$ cat src/rtl/exec_unit.sv
// Multi-cycle execute stage: single-cycle ALU ops, one-bit-per-cycle shifts and a
// 16-step shift-add multiplier, all reporting through a registered result/flags + done pulse.
module exec_unit #(
  parameter int WIDTH = 16
) (
  input  logic             clk,
  input  logic             rst_n,
  input  logic             start,
  input  logic [2:0]       op,
  input  logic [WIDTH-1:0] opnd_a,
  input  logic [WIDTH-1:0] opnd_b,
  output logic             busy,
  output logic             done,
  output logic [WIDTH-1:0] result,
  output logic             flag_z,
  output logic             flag_n,
  output logic             flag_c
);

  localparam int SW = $clog2(WIDTH);
  localparam int CW = SW + 1;

  localparam logic [2:0] OP_ADD = 3'd0, OP_SUB = 3'd1, OP_AND = 3'd2, OP_OR  = 3'd3,
                         OP_XOR = 3'd4, OP_SHL = 3'd5, OP_SHR = 3'd6, OP_MUL = 3'd7;

  typedef enum logic [1:0] {IDLE, RUN, DONE} state_t;

  typedef struct packed {
    logic [2:0]       op;
    logic [WIDTH-1:0] a;
    logic [WIDTH-1:0] b;
  } req_t;

  state_t             state, state_nxt;
  req_t               req_q;
  logic [2*WIDTH-1:0] acc, acc_step;
  logic [CW-1:0]      cnt;
  logic [SW-1:0]      n_in;
  logic               shift_in, run_in;
  logic [WIDTH-1:0]   alu_res, sh_res, res_d;
  logic               alu_c, sh_c, c_d, ld;
  logic [WIDTH:0]     psum;

  assign n_in     = opnd_b[SW-1:0];
  assign shift_in = (op == OP_SHL) || (op == OP_SHR);
  assign run_in   = (op == OP_MUL) || (shift_in && (n_in != '0));
  assign busy     = (state != IDLE);
  assign done     = (state == DONE);

  always_comb begin
    alu_res = '0;
    alu_c   = 1'b0;
    case (op)
      OP_ADD: {alu_c, alu_res} = {1'b0, opnd_a} + {1'b0, opnd_b};
      OP_SUB: {alu_c, alu_res} = {1'b0, opnd_a} - {1'b0, opnd_b};  // bit WIDTH is the borrow
      OP_AND: alu_res = opnd_a & opnd_b;
      OP_OR:  alu_res = opnd_a | opnd_b;
      OP_XOR: alu_res = opnd_a ^ opnd_b;
      default: alu_res = opnd_a;  // zero-count shift passes A through
    endcase
  end

  // One iteration of the running op; b is consumed LSB-first, product enters acc from the top.
  always_comb begin
    sh_res   = (req_q.op == OP_SHL) ? (req_q.a << 1) : (req_q.a >> 1);
    sh_c     = (req_q.op == OP_SHL) ? req_q.a[WIDTH-1] : req_q.a[0];
    psum     = {1'b0, acc[2*WIDTH-1:WIDTH]} + (req_q.b[0] ? {1'b0, req_q.a} : '0);
    acc_step = {psum, acc[WIDTH-1:1]};
  end

  always_comb begin
    state_nxt = state;
    ld        = 1'b0;
    res_d     = '0;
    c_d       = 1'b0;
    case (state)
      IDLE: if (start) begin
        if (run_in) state_nxt = RUN;
        else begin
          state_nxt = DONE;
          ld        = 1'b1;
          res_d     = alu_res;
          c_d       = alu_c;
        end
      end
      RUN: if (cnt == CW'(1)) begin
        state_nxt = DONE;
        ld        = 1'b1;
        if (req_q.op == OP_MUL) begin
          res_d = acc_step[WIDTH-1:0];
          c_d   = |acc_step[2*WIDTH-1:WIDTH];
        end else begin
          res_d = sh_res;
          c_d   = sh_c;
        end
      end
      DONE:    state_nxt = IDLE;
      default: state_nxt = IDLE;
    endcase
  end

  always_ff @(posedge clk or negedge rst_n) begin
    if (!rst_n) begin
      state  <= IDLE;
      req_q  <= '0;
      acc    <= '0;
      cnt    <= '0;
      result <= '0;
      flag_z <= 1'b0;
      flag_n <= 1'b0;
      flag_c <= 1'b0;
    end else begin
      state <= state_nxt;
      if (state == IDLE && start) begin
        req_q <= {op, opnd_a, opnd_b};
        acc   <= '0;
        if (op == OP_MUL)  cnt <= CW'(WIDTH);
        else if (shift_in) cnt <= CW'(n_in);
        else               cnt <= '0;
      end else if (state == RUN) begin
        cnt <= cnt - CW'(1);
        if (req_q.op == OP_MUL) begin
          acc     <= acc_step;
          req_q.b <= req_q.b >> 1;
        end else begin
          req_q.a <= sh_res;
        end
      end
      if (ld) begin
        result <= res_d;
        flag_z <= (res_d == '0);
        flag_n <= res_d[WIDTH-1];
        flag_c <= c_d;
      end
    end
  end

endmodule

$ cat config.mk
export PLATFORM = sky130hd
export DESIGN_NAME = exec_unit
export DESIGN_NICKNAME = d
export VERILOG_FILES = /design/src/rtl/exec_unit.sv
export SDC_FILE = /design/constraint.sdc
export NUM_CORES = 1
export LEC_CHECK = 0
export CAP_MARGIN = 10
export CORE_MARGIN = 8
export CORE_UTILIZATION = 60
export CTS_BUF_LIST = sky130_fd_sc_hd__clkbuf_4
export DETAILED_ROUTE_END_ITERATION = 12
export GPL_TIMING_DRIVEN = 0
export PLACE_DENSITY = 0.81
export SLEW_MARGIN = 10
export SYNTH_ARGS = -nofsm -noshare
export SYNTH_HDL_FRONTEND = slang
export SYNTH_SLANG_ARGS = --single-unit
export TNS_END_PERCENT = 5
$ cat constraint.sdc
create_clock -name clk -period 4.2 [get_ports clk]
set_input_delay 0.84 -clock clk [delete_from_list [all_inputs] [get_ports clk]]
set_output_delay 0.84 -clock clk [all_outputs]
set_load 0.02 [all_outputs]
# == Word-level counts from Yosys, hierarchy flattened ==
# Cells that the tools add are included.
# classes
reduce_logical,15
add_sub_neg,4
n_eq_ne,15
muxes,34
bitwise,3
# ops
cell,count
two-way mux 32 bit,5
two-way mux 16 bit,8
case mux 16 bit (5 select lines),1
adder 16 x 16 -> 17 bit,2
case mux 16 bit (2 select lines),1
"equality test 3 bit, second input constant",6
subtractor 16 x 16 -> 17 bit,1
bitwise AND 16 bit,1
zero test 16 bit,1
OR 16 bit,1
OR reduction 16 bit,1
bitwise XOR 16 bit,1
two-way mux 5 bit,3
two-way mux 1 bit,8
"equality test 3 x 2 -> 1 bit, second input constant",2
two-way mux 2 bit,3
case mux 1 bit (2 select lines),3
AND reduction 2 bit,3
nonzero test 2 bit,3
"equality test 5 x 1 -> 1 bit, second input constant",1
"subtractor 5 x 1 -> 5 bit, second input constant",1
two-way mux 4 bit,1
"!= test 2 bit, second input constant",2
case mux 2 bit (2 select lines),1
9 further kinds,11
# totals
output_inout_bits,21
ff_bits,93
input_bits,38
elab_cells,81

# == Depth between registers and ports, before layout ==
# Gate-level depths: netlist of the first run.
# logic_depth
depth_word,8
mapped_depth,15
ltp_nobuf,14

# == Worst setup path after synthesis of the first run ==
# No wires, ideal clock.
# synth_timing
path_type,in2reg
startpoint,in opnd_a[0]
endpoint,reg flag_z
n_path_buf,0
t_arrival_ns,3.824
path_slack_ns,0.284
path_stages,13
required_ns,4.108
path_cell_list,ha_1 inv_1 fa_1 nand2b_1 a211oi_2 o31ai_1 a21o_1 a32oi_1 nand3_1 a32o_1 or4_1 or4_1 o31ai_2
# synth_via
elab_chain_cells,6
elab_cells_between_ends,10
cone_classes,add/sub: 2; mux: 4; bitwise: 3; reduce/logical: 1
# synth_rtl
item,line_no,text
start: declaration,10,"input logic [WIDTH-1:0] opnd_a,"
"subtractor 16 x 16 -> 17 bit, or another cell as far along",55,"OP_SUB: {alu_c, alu_res} = {1'b0, opnd_a} - {1'b0, opnd_b};"
case mux 16 bit (5 select lines) (*),53,case (op)
two-way mux 16 bit (*),78,if (run_in) state_nxt = RUN;
two-way mux 16 bit (*),77,IDLE: if (start) begin
case mux 16 bit (2 select lines) (*),76,case (state)
zero test 16 bit (*),131,flag_z <= (res_d == '0);
end signal: assignment,131,
end: declaration,15,"output logic flag_z,"
# Every way passes the cells marked *; elsewhere a longest branch is shown, timed or not.
# A chain may end at the register's enable or synchronous reset.

# == Final worst setup path of the first run ==
# layout_timing
startpoint,in opnd_b[6]
endpoint,reg flag_z
# layout_via
elab_chain_cells,6
elab_cells_between_ends,10
cone_classes,add/sub: 2; mux: 4; bitwise: 3; reduce/logical: 1
# layout_rtl
item,line_no,text
start: declaration,11,"input logic [WIDTH-1:0] opnd_b,"
"subtractor 16 x 16 -> 17 bit, or another cell as far along",55,
case mux 16 bit (5 select lines) (*),53,
two-way mux 16 bit (*),78,
two-way mux 16 bit (*),77,
case mux 16 bit (2 select lines) (*),76,
zero test 16 bit (*),131,
# Marked as above.

==> impl_metrics.env, run 1 <==
export IMPL_status="finished clean"
export IMPL_cp_startpoint="opnd_b[6]"
export IMPL_critPathKind="input port to flip-flop"
export IMPL_grt_pass1_wl_um=42000
export IMPL_skew_ns=0.0334
export IMPL_cpPeakStageDelay_ns=0.51
export IMPL_synth_top_family_by_area="compound AO/OA/AOI/OAI gates"
export IMPL_multiInputGateArea_um2=5240
export IMPL_power_density_nw_per_um2=463
export IMPL_crit_top_cell="or4_1"
export IMPL_r2r_end="flag_c"
export IMPL_viasPerCell=6.41
export IMPL_clock_sinks=91
export IMPL_muxShareOfSynthArea_pct=2.22
export IMPL_num_rows=42
export IMPL_worst_pin_slew_ns=1.04
export IMPL_finalSetupViolations=0
export IMPL_period_needed_ns=4.13
export IMPL_cpMaxStageDelayCell="clkdlybuf4s50_1"
export IMPL_die_area_um2=17100
export IMPL_grt_usage_pct=32.2
export IMPL_crit_chain="clkdlybuf4s50_1 > inv_1 > ha_1 > buf_2 > nor4_4 > o21ai_1 > a21oi_2 > a221oi_1 > o21bai_1 > o221ai_1 > a32o_2 > or4_1 > or4_1 > o31ai_2"
export IMPL_maxSlewViolCount=0
export IMPL_synthXorXnorAreaFrac_pct=3.11
export IMPL_area_growth_pct=13.9
export IMPL_cp_data_required_time_ns=4.61
export IMPL_layout_common_cells="nand2_1, dfrtp_1, o21ai_0, a21oi_1, nor2_1"
export IMPL_clk_latency_ns=0.51
export IMPL_routedWlPerCell_um=20.9
export IMPL_holdBufCountCts=0
export IMPL_overflow=0
export IMPL_clockBufferDepth=2
export IMPL_grt_max_degree=53
export IMPL_cp_top_family="compound AO/OA/AOI/OAI gates"
export IMPL_timing_rr_start="req_q[0]"
export IMPL_r2r_slack_ns=0.39
export IMPL_p_leak_nw=4.04
export IMPL_slew_headroom_pct=30.6
export IMPL_grt_pass1_vias=7885
export IMPL_path_buf_inv=3
export IMPL_postRouteAntennaNets=0
export IMPL_clk_pin_slew_worst_paths_ns=0.17
export IMPL_ys_ff_latch=91
export IMPL_final_nets=1216
export IMPL_hold_violations=0
export IMPL_io_pins=59
export IMPL_cp_arrival_ns=4.54
export IMPL_postRouteWirelength_um=27000
export IMPL_fin_ws_ns=0.0700
export IMPL_worst_r2r_cell_count=14
export IMPL_chipHeight_um=131
export IMPL_setup_worst_path_start_class="input port"
export IMPL_cts_buffers_inserted=9
export IMPL_total_power_w=0.00416
export IMPL_synthArstFlopShare_pct=100
export IMPL_drc=0
export IMPL_start_util_pct=60.6
export IMPL_end_kind="flip-flop"
export IMPL_final_common_cell="nand2_1"
export IMPL_cp_max_fo=10
export IMPL_place_ws_ns=-0.865
export IMPL_timing_hold_ws_ns=0.277
export IMPL_synth_compound_area_share_pct=26.8
export IMPL_final_core_util_pct=69.0
export IMPL_register_area_um2=2280
export IMPL_yosysUniqueCellTypes=74
export IMPL_core_area_um2=13000
export IMPL_yosys_area_share_simple_pct=21.4
export IMPL_drive_gt1_share_pct=6.02
export IMPL_drt_pass1_iterations=6
export IMPL_io_buffers=57
export IMPL_yosysWarnings=0
export IMPL_cts_root_buffer="clkbuf_4"
export IMPL_synth_area_um2=7900
export IMPL_tns_ns=0
export IMPL_post_dp_hpwl_um=20400
export IMPL_maxCapViolations=0
export IMPL_syn_avg_cell_area_um2=7.62
export IMPL_drt_iter0_drc=952
export IMPL_nFillCells=1146
export IMPL_ys_seq_area_share_pct=28.8
export IMPL_netlist_instances=1037
export IMPL_antenna_found_initial=1
export IMPL_cts_tree="built"
export IMPL_synthAdderAreaFrac_pct=11.4
export IMPL_fmax_ghz=0.242
export IMPL_vias=8264
export IMPL_period_share_pct=98.3
export IMPL_synth_edff_count=0
export IMPL_ys_flop_type="dfrtp_1"
export IMPL_die_w_um=131
export IMPL_cts_htree_levels=3
export IMPL_gp_congestion=1.05
export IMPL_synth_fp_nets=1145
export IMPL_hold_path_class="input port to async pin"
export IMPL_irDropWorstVdd_v=0.000305
sequential cells by signal (all words and copies together), names as in the netlist:
register	count
cnt	5
req_q	35
flag_z	1
flag_c	1
acc	31
result	16
state	2
cell type report:
class,instances,area share [%]
clock buffer,9,0.751
multi-input combinational,821,58.2
tap,176,2.45
timing repair buffer,62,6.98
buffer,62,2.96
sequential,91,25.3
inverter,61,2.55
antenna,1,0.0278
clock inverter,7,0.751
worst reg2reg max path, cell delays in order, from the launching register on:
cell and delay (ns):
dfrtp_1 0.49, clkbuf_1 0.33, nand2_1 0.18, inv_1 0.09
ha_1 0.23, a211oi_1 0.38, o21ai_0 0.26, nand2_1 0.12
o2111ai_1 0.19, a21o_1 0.23, a21oi_1 0.24, xnor2_1 0.11
or4_1 0.54, nor3_1 0.18, o221ai_1 0.12
cells in the mapped netlist (4+ instances only):
master	count	area [µm²]
clkbuf_1	43	161
o21ai_0	87	435
nand2b_1	11	68.8
a21oi_1	86	430
nor3_1	16	80.1
a31oi_1	23	144
o221ai_1	5	43.8
a21o_1	21	158
xnor2_1	14	123
nor2b_1	13	81.3
xor2_1	14	123
o31a_1	4	35.0
nand2_1	165	619
and2_1	19	119
ha_1	67	838
o21ai_1	7	35.0
buf_1	6	22.5
inv_1	59	221
a221oi_1	5	43.8
nor4_1	6	37.5
o22ai_1	10	62.6
o31ai_1	6	45.0
and3_1	4	25.0
a211oi_1	8	60.1
dfrtp_1	91	2280
nand3_1	28	140
nand4_1	6	37.5
o211ai_1	13	97.6
or4_1	7	52.6
o21bai_1	6	45.0
o2111ai_1	4	35.0
nor2_1	84	315
mux2i_1	13	130
or3_1	4	25.0
o21a_1	7	52.6
buf_2	13	65.1
power breakdown:
part	leakage (nW)	switching [W]	internal, W	total, W
Clock	0.0714	0.000348	0.000180	0.000528
Combinational	2.81	0.00138	0.000853	0.00223
Sequential	1.17	0.000248	0.00115	0.00140
worst max path at each step:
stage          cells past startpoint  endpoint  slack, ns
6_report                          14    flag_z       0.07
5_1_grt                           14    flag_z      -0.02
4_1_cts                           14    flag_z      0.007
3_5_place_dp                      14    flag_z      -0.87
3_3_place_gp                       1   acc[24]      -1.17
2_1_floorplan                     13    flag_z       0.28
metrics by stage:
stage | instances | area (µm²)
floorplan | 1037 | 7900
global placement | 1270 | 8690
detailed placement | 1271 | 8710
CTS | 1287 | 8870
global route | 1290 | 8990
finish | 1290 | 8990
routing by layer:
metal  GRT usage (%)  vias up  wire length [µm]
li1                -     3823                 -
met1            40.7     3919             10800
met2            51.4      426             12400
met3            6.62       96              2470
met4            16.5        0              1320
met5               0        -                 0
logic make-up after synthesis:
group,after synthesis
compound gates,332
simple gates,374
xor+xnor,28
buf+inv,125
flops,91
fa+ha+maj,70
mux,17
what timing repair did:
action,CTS,global route
buffers inserted,0,4
endpoints found under the setup margin,2,1
pin swaps,1,7
cloned,0,0
gates resized for setup,17,28
(Power assumes the default switching activity.)
==> run 2, diff against run 1 <==
--- a/config.mk
+++ b/config.mk
@@ -12,6 +12,7 @@
 export DETAILED_ROUTE_END_ITERATION = 12
 export GPL_TIMING_DRIVEN = 0
 export PLACE_DENSITY = 0.81
+export SKIP_CTS_REPAIR_TIMING = 1
 export SLEW_MARGIN = 10
 export SYNTH_ARGS = -nofsm -noshare
 export SYNTH_HDL_FRONTEND = slang
==> constraint.sdc (replaced) <==
create_clock -name clk -period 4.1 [get_ports clk]
set_input_delay 0.82 -clock clk [delete_from_list [all_inputs] [get_ports clk]]
set_output_delay 0.82 -clock clk [all_outputs]
set_load 0.02 [all_outputs]
==> impl_metrics.env, run 2 (synthesis gave the netlist of run 1 again) <==
export IMPL_largest_reg_flops=35
export IMPL_period_share_pct=98.2
export IMPL_irDropWorstVdd_v=0.000314
export IMPL_hold_path_class="input port to async pin"
export IMPL_worst_pin_slew_ns=0.971
export IMPL_clockBufferDepth=2
export IMPL_critPathKind="input port to flip-flop"
export IMPL_top_register="req_q"
export IMPL_p_leak_nw=4.10
export IMPL_timing_rr_start="req_q[0]"
export IMPL_crit_chain="clkdlybuf4s50_1 > inv_1 > ha_4 > buf_6 > nor4_4 > o21ai_1 > a21oi_2 > a221oi_2 > o21bai_1 > o221ai_1 > a32o_2 > or4_1 > or4_4 > o31ai_2"
export IMPL_slew_headroom_pct=35.0
export IMPL_r2r_slack_ns=0.30
export IMPL_maxSlewViolCount=0
export IMPL_clk_latency_ns=0.50
export IMPL_final_nets=1216
export IMPL_cts_htree_levels=3
export IMPL_grt_pass1_wl_um=41800
export IMPL_vias=8218
export IMPL_fmax_ghz=0.248
export IMPL_viasPerCell=6.37
export IMPL_period_needed_ns=4.03
export IMPL_layout_common_cells="nand2_1, dfrtp_1, o21ai_0, a21oi_1, nor2_1"
export IMPL_cp_arrival_ns=4.44
export IMPL_io_buffers=57
export IMPL_drt_pass1_iterations=5
export IMPL_routedWlPerCell_um=20.9
export IMPL_placed_cell_area_um2=8710
export IMPL_area_growth_pct=14.8
export IMPL_gp_congestion=1.05
export IMPL_largestRegisters="req_q x35, acc x31, result x16"
export IMPL_clock_sinks=91
export IMPL_start_util_pct=60.6
export IMPL_timing_hold_ws_ns=0.265
export IMPL_postRouteWirelength_um=27000
export IMPL_cts_buffers_inserted=9
export IMPL_overflow=0
export IMPL_place_inst=1271
export IMPL_io_pins=59
export IMPL_antenna_found_initial=1
export IMPL_drt_iter0_drc=913
export IMPL_final_core_util_pct=69.6
export IMPL_cpMaxStageDelayCell="or4_1"
export IMPL_end_kind="flip-flop"
export IMPL_skew_ns=0.0293
export IMPL_num_rows=42
export IMPL_die_w_um=131
export IMPL_postRouteAntennaNets=0
export IMPL_p_clk_share_pct=12.6
export IMPL_status="finished clean"
export IMPL_core_area_um2=13000
export IMPL_tns_ns=0
export IMPL_final_cell_count_no_fill=1290
export IMPL_maxCapViolations=0
export IMPL_switching_share_pct=47.4
export IMPL_cpPeakStageDelay_ns=0.53
export IMPL_final_common_cell="nand2_1"
export IMPL_power_frac_seq_pct=33.6
export IMPL_chipHeight_um=131
export IMPL_p_sw_w=0.00202
export IMPL_worst_r2r_cell_count=14
export IMPL_hold_violations=0
export IMPL_clk_pin_slew_worst_paths_ns=0.17
export IMPL_finalSetupViolations=0
export IMPL_power_density_nw_per_um2=471
export IMPL_r2r_end="flag_c"
export IMPL_drc=0
export IMPL_p_int_w=0.00225
export IMPL_die_area_um2=17100
export IMPL_drive_gt1_share_pct=6.74
export IMPL_setup_worst_path_start_class="input port"
export IMPL_power_frac_comb_pct=53.8
export IMPL_grt_usage_pct=32.1
export IMPL_cp_data_required_time_ns=4.51
export IMPL_grt_max_degree=53
export IMPL_cp_max_fo=10
export IMPL_cts_root_buffer="clkbuf_4"
export IMPL_grt_pass1_vias=7872
export IMPL_cts_tree="built"
export IMPL_final_area_um2=9070
export IMPL_post_dp_hpwl_um=20400
## run 2: worst max-delay path by stage
stage	startpoint	endpoint	slack, ns	depth (start not counted)
floorplan	opnd_a[0]	flag_z	0.20	13
global placement	rst_n	acc[24]	-1.25	1
detailed placement	opnd_a[0]	flag_z	-0.95	14
CTS	opnd_a[0]	flag_z	-0.44	14
global route	opnd_a[1]	flag_z	-0.04	13
finish	opnd_b[6]	flag_z	0.07	14
## run 2: stage by stage
step / total power [W] / setup slack, ns
3_3_place_gp: 0.00360 / -1.25
2_1_floorplan: 0.00283 / 0.204
6_report: 0.00427 / 0.0748
3_5_place_dp: 0.00365 / -0.945
5_1_grt: 0.00455 / -0.0355
4_1_cts: 0.00418 / -0.441
## run 2: layer usage
| layer | GRT usage, % | vias to the layer above | part of all wire (%) |
|---|---|---|---|
| li1 | - | 3816 | - |
| met1 | 40.3 | 3868 | 41 |
| met2 | 51.2 | 449 | 45 |
| met3 | 6.66 | 85 | 8.9 |
| met4 | 16.7 | 0 | 5.0 |
| met5 | 0 | - | 0 |
## run 2: area by class of cell
cell class	instances	area, µm²
antenna	1	2.50
buffer	61	269
clock buffer	9	67.6
clock inverter	7	67.6
fill	1136	3970
inverter	61	229
multi-input combinational	821	5280
sequential	91	2280
tap	176	220
timing repair buffer	63	656
## run 2: worst max-delay path, delay by kind of cell
kind	cells	cell delay [ns]
simple gates	3	1.24
compound gates	7	1.43
fa+ha+maj	1	0.22
buf+inv	3	0.74
## run 2: power groups by stage
| stage | registers [W] | clock network (W) | logic [W] |
|---|---|---|---|
| CTS | 0.00142 | 0.000543 | 0.00222 |
| global route | 0.00147 | 0.000566 | 0.00251 |
| floorplan | 0.00147 | 0 | 0.00136 |
| finish | 0.00143 | 0.000538 | 0.00230 |
| global placement | 0.00144 | 0 | 0.00217 |
| detailed placement | 0.00144 | 0 | 0.00220 |
==> run 3, diff against run 2 <==
--- a/config.mk
+++ b/config.mk
@@ -5,10 +5,9 @@
 export SDC_FILE = /design/constraint.sdc
 export NUM_CORES = 1
 export LEC_CHECK = 0
-export CAP_MARGIN = 10
+export CAP_MARGIN = 20
 export CORE_MARGIN = 8
 export CORE_UTILIZATION = 60
-export CTS_BUF_LIST = sky130_fd_sc_hd__clkbuf_4
 export DETAILED_ROUTE_END_ITERATION = 12
 export GPL_TIMING_DRIVEN = 0
 export PLACE_DENSITY = 0.81
==> impl_metrics.env, run 3 (synthesis gave the netlist of run 1 again) <==
export IMPL_place_ws_ns=-0.945
export IMPL_num_rows=42
export IMPL_period_share_pct=99.3
export IMPL_skew_ns=0.0112
export IMPL_path_buf_inv=2
export IMPL_gp_congestion=1.05
export IMPL_crit_chain="clkdlybuf4s50_1 > inv_1 > ha_4 > nand4_1 > a211oi_4 > o31ai_4 > a21o_1 > a32oi_1 > nand3_1 > a32o_2 > or4_1 > or4_4 > o31ai_2"
export IMPL_cts_buffers_inserted=9
export IMPL_io_buffers=57
export IMPL_irDropWorstVdd_v=0.000333
export IMPL_cts_htree_levels=3
export IMPL_postRouteAntennaNets=0
export IMPL_die_area_um2=17100
export IMPL_vias=8234
export IMPL_cp_max_fo=3
export IMPL_antenna_found_initial=0
export IMPL_cpMaxStageDelayCell="or4_1"
export IMPL_cts_root_buffer="clkbuf_16"
export IMPL_cts_tree="built"
export IMPL_cp_top_family="simple AND/OR/NAND/NOR gates"
export IMPL_p_leak_nw=4.26
export IMPL_routedWlPerCell_um=21.3
export IMPL_grt_pass1_wl_um=42100
export IMPL_setup_worst_path_start_class="input port"
export IMPL_viasPerCell=6.39
export IMPL_core_area_um2=13000
export IMPL_worst_path_stages=13
export IMPL_worst_r2r_cell_count=14
export IMPL_overflow=0
export IMPL_start_util_pct=60.6
export IMPL_die_w_um=131
export IMPL_hold_path_class="input port to async pin"
export IMPL_chipHeight_um=131
export IMPL_critPathKind="input port to flip-flop"
export IMPL_worst_pin_slew_ns=0.925
export IMPL_clk_pin_slew_worst_paths_ns=0.07
export IMPL_tns_ns=0
export IMPL_grt_max_degree=53
export IMPL_largest_reg_flops=35
export IMPL_final_common_cell="nand2_1"
export IMPL_timing_hold_ws_ns=0.427
export IMPL_area_growth_pct=18.4
export IMPL_postRouteWirelength_um=27500
export IMPL_period_needed_ns=4.07
export IMPL_hold_violations=0
export IMPL_layout_common_cells="nand2_1, dfrtp_1, o21ai_0, a21oi_1, nor2_1"
export IMPL_status="finished clean"
export IMPL_slew_headroom_pct=38.1
export IMPL_nFillCells=1076
export IMPL_drive_gt1_share_pct=8.18
export IMPL_drt_pass1_iterations=5
export IMPL_fin_ws_ns=0.0279
export IMPL_io_pins=59
export IMPL_clk_latency_ns=0.37
export IMPL_power_density_nw_per_um2=500
export IMPL_drc=0
export IMPL_end_kind="flip-flop"
export IMPL_final_nets=1216
export IMPL_maxSlewViolCount=0
export IMPL_diodes=0
export IMPL_maxCapViolations=0
export IMPL_grt_pass1_vias=7922
export IMPL_cp_arrival_ns=4.34
export IMPL_clock_sinks=91
export IMPL_top_register="req_q"
export IMPL_clockBufferDepth=2
export IMPL_drt_iter0_drc=986
export IMPL_post_dp_hpwl_um=20400
export IMPL_fmax_ghz=0.246
export IMPL_finalSetupViolations=0
export IMPL_largestRegisters="req_q x35, acc x31, result x16"
export IMPL_cp_data_required_time_ns=4.37
export IMPL_cpPeakStageDelay_ns=0.54
export IMPL_grt_usage_pct=32.4
-- run 3: changes by cell type in the layout (fill, tap and decap cells not counted), sizes merged --
cell and delta:
dlymetal6s2s +6, clkdlybuf4s50 -7, diode -1, clkbuf +5
clkinv -2, buf -2
-- run 3: routing by layer --
metal | up-vias | global-route usage (%) | share of wire (%)
met5 | - | 0 | 0
met4 | 0 | 18.3 | 5.5
met3 | 103 | 6.70 | 8.7
met2 | 447 | 51.3 | 46
met1 | 3868 | 40.4 | 40
li1 | 3816 | - | -
-- run 3: final cells by class --
cell class	instances	area, µm²	share of cell area [%]
buffer	61	277	2.96
clock buffer	11	253	2.70
clock inverter	5	60.1	0.642
inverter	61	229	2.45
multi-input combinational	821	5370	57.4
sequential	91	2280	24.4
tap	176	220	2.35
timing repair buffer	63	668	7.14
-- run 3: metrics by stage --
stage	utilization, %	area, µm²	cells	power [W]
after floorplan	-	7900	1037	0.00283
after global placement	66.7	8690	1270	0.00360
after detailed placement	66.9	8710	1271	0.00365
after CTS	69.3	9030	1287	0.00455
after global routing	71.8	9350	1289	0.00494
final	71.8	9350	1289	0.00467
-- run 3: final timing paths --
check | start | end | slack, ns
min in group clk | result[12] | result[12] | 0.48
max in group asynchronous | rst_n | acc[13] | 2.99
worst min-delay path | rst_n | req_q[5] | 0.43
worst min register to register | result[12] | result[12] | 0.48
worst max-delay path | opnd_b[5] | flag_z | 0.03
worst max register to register | req_q[0] | flag_c | 0.30
-- run 3: report_power, final --
| part | switching, W | internal (W) |
|---|---|---|
| registers | 0.000254 | 0.00119 |
| logic | 0.00144 | 0.000896 |
| clock network | 0.000391 | 0.000509 |
| total | 0.00208 | 0.00259 |
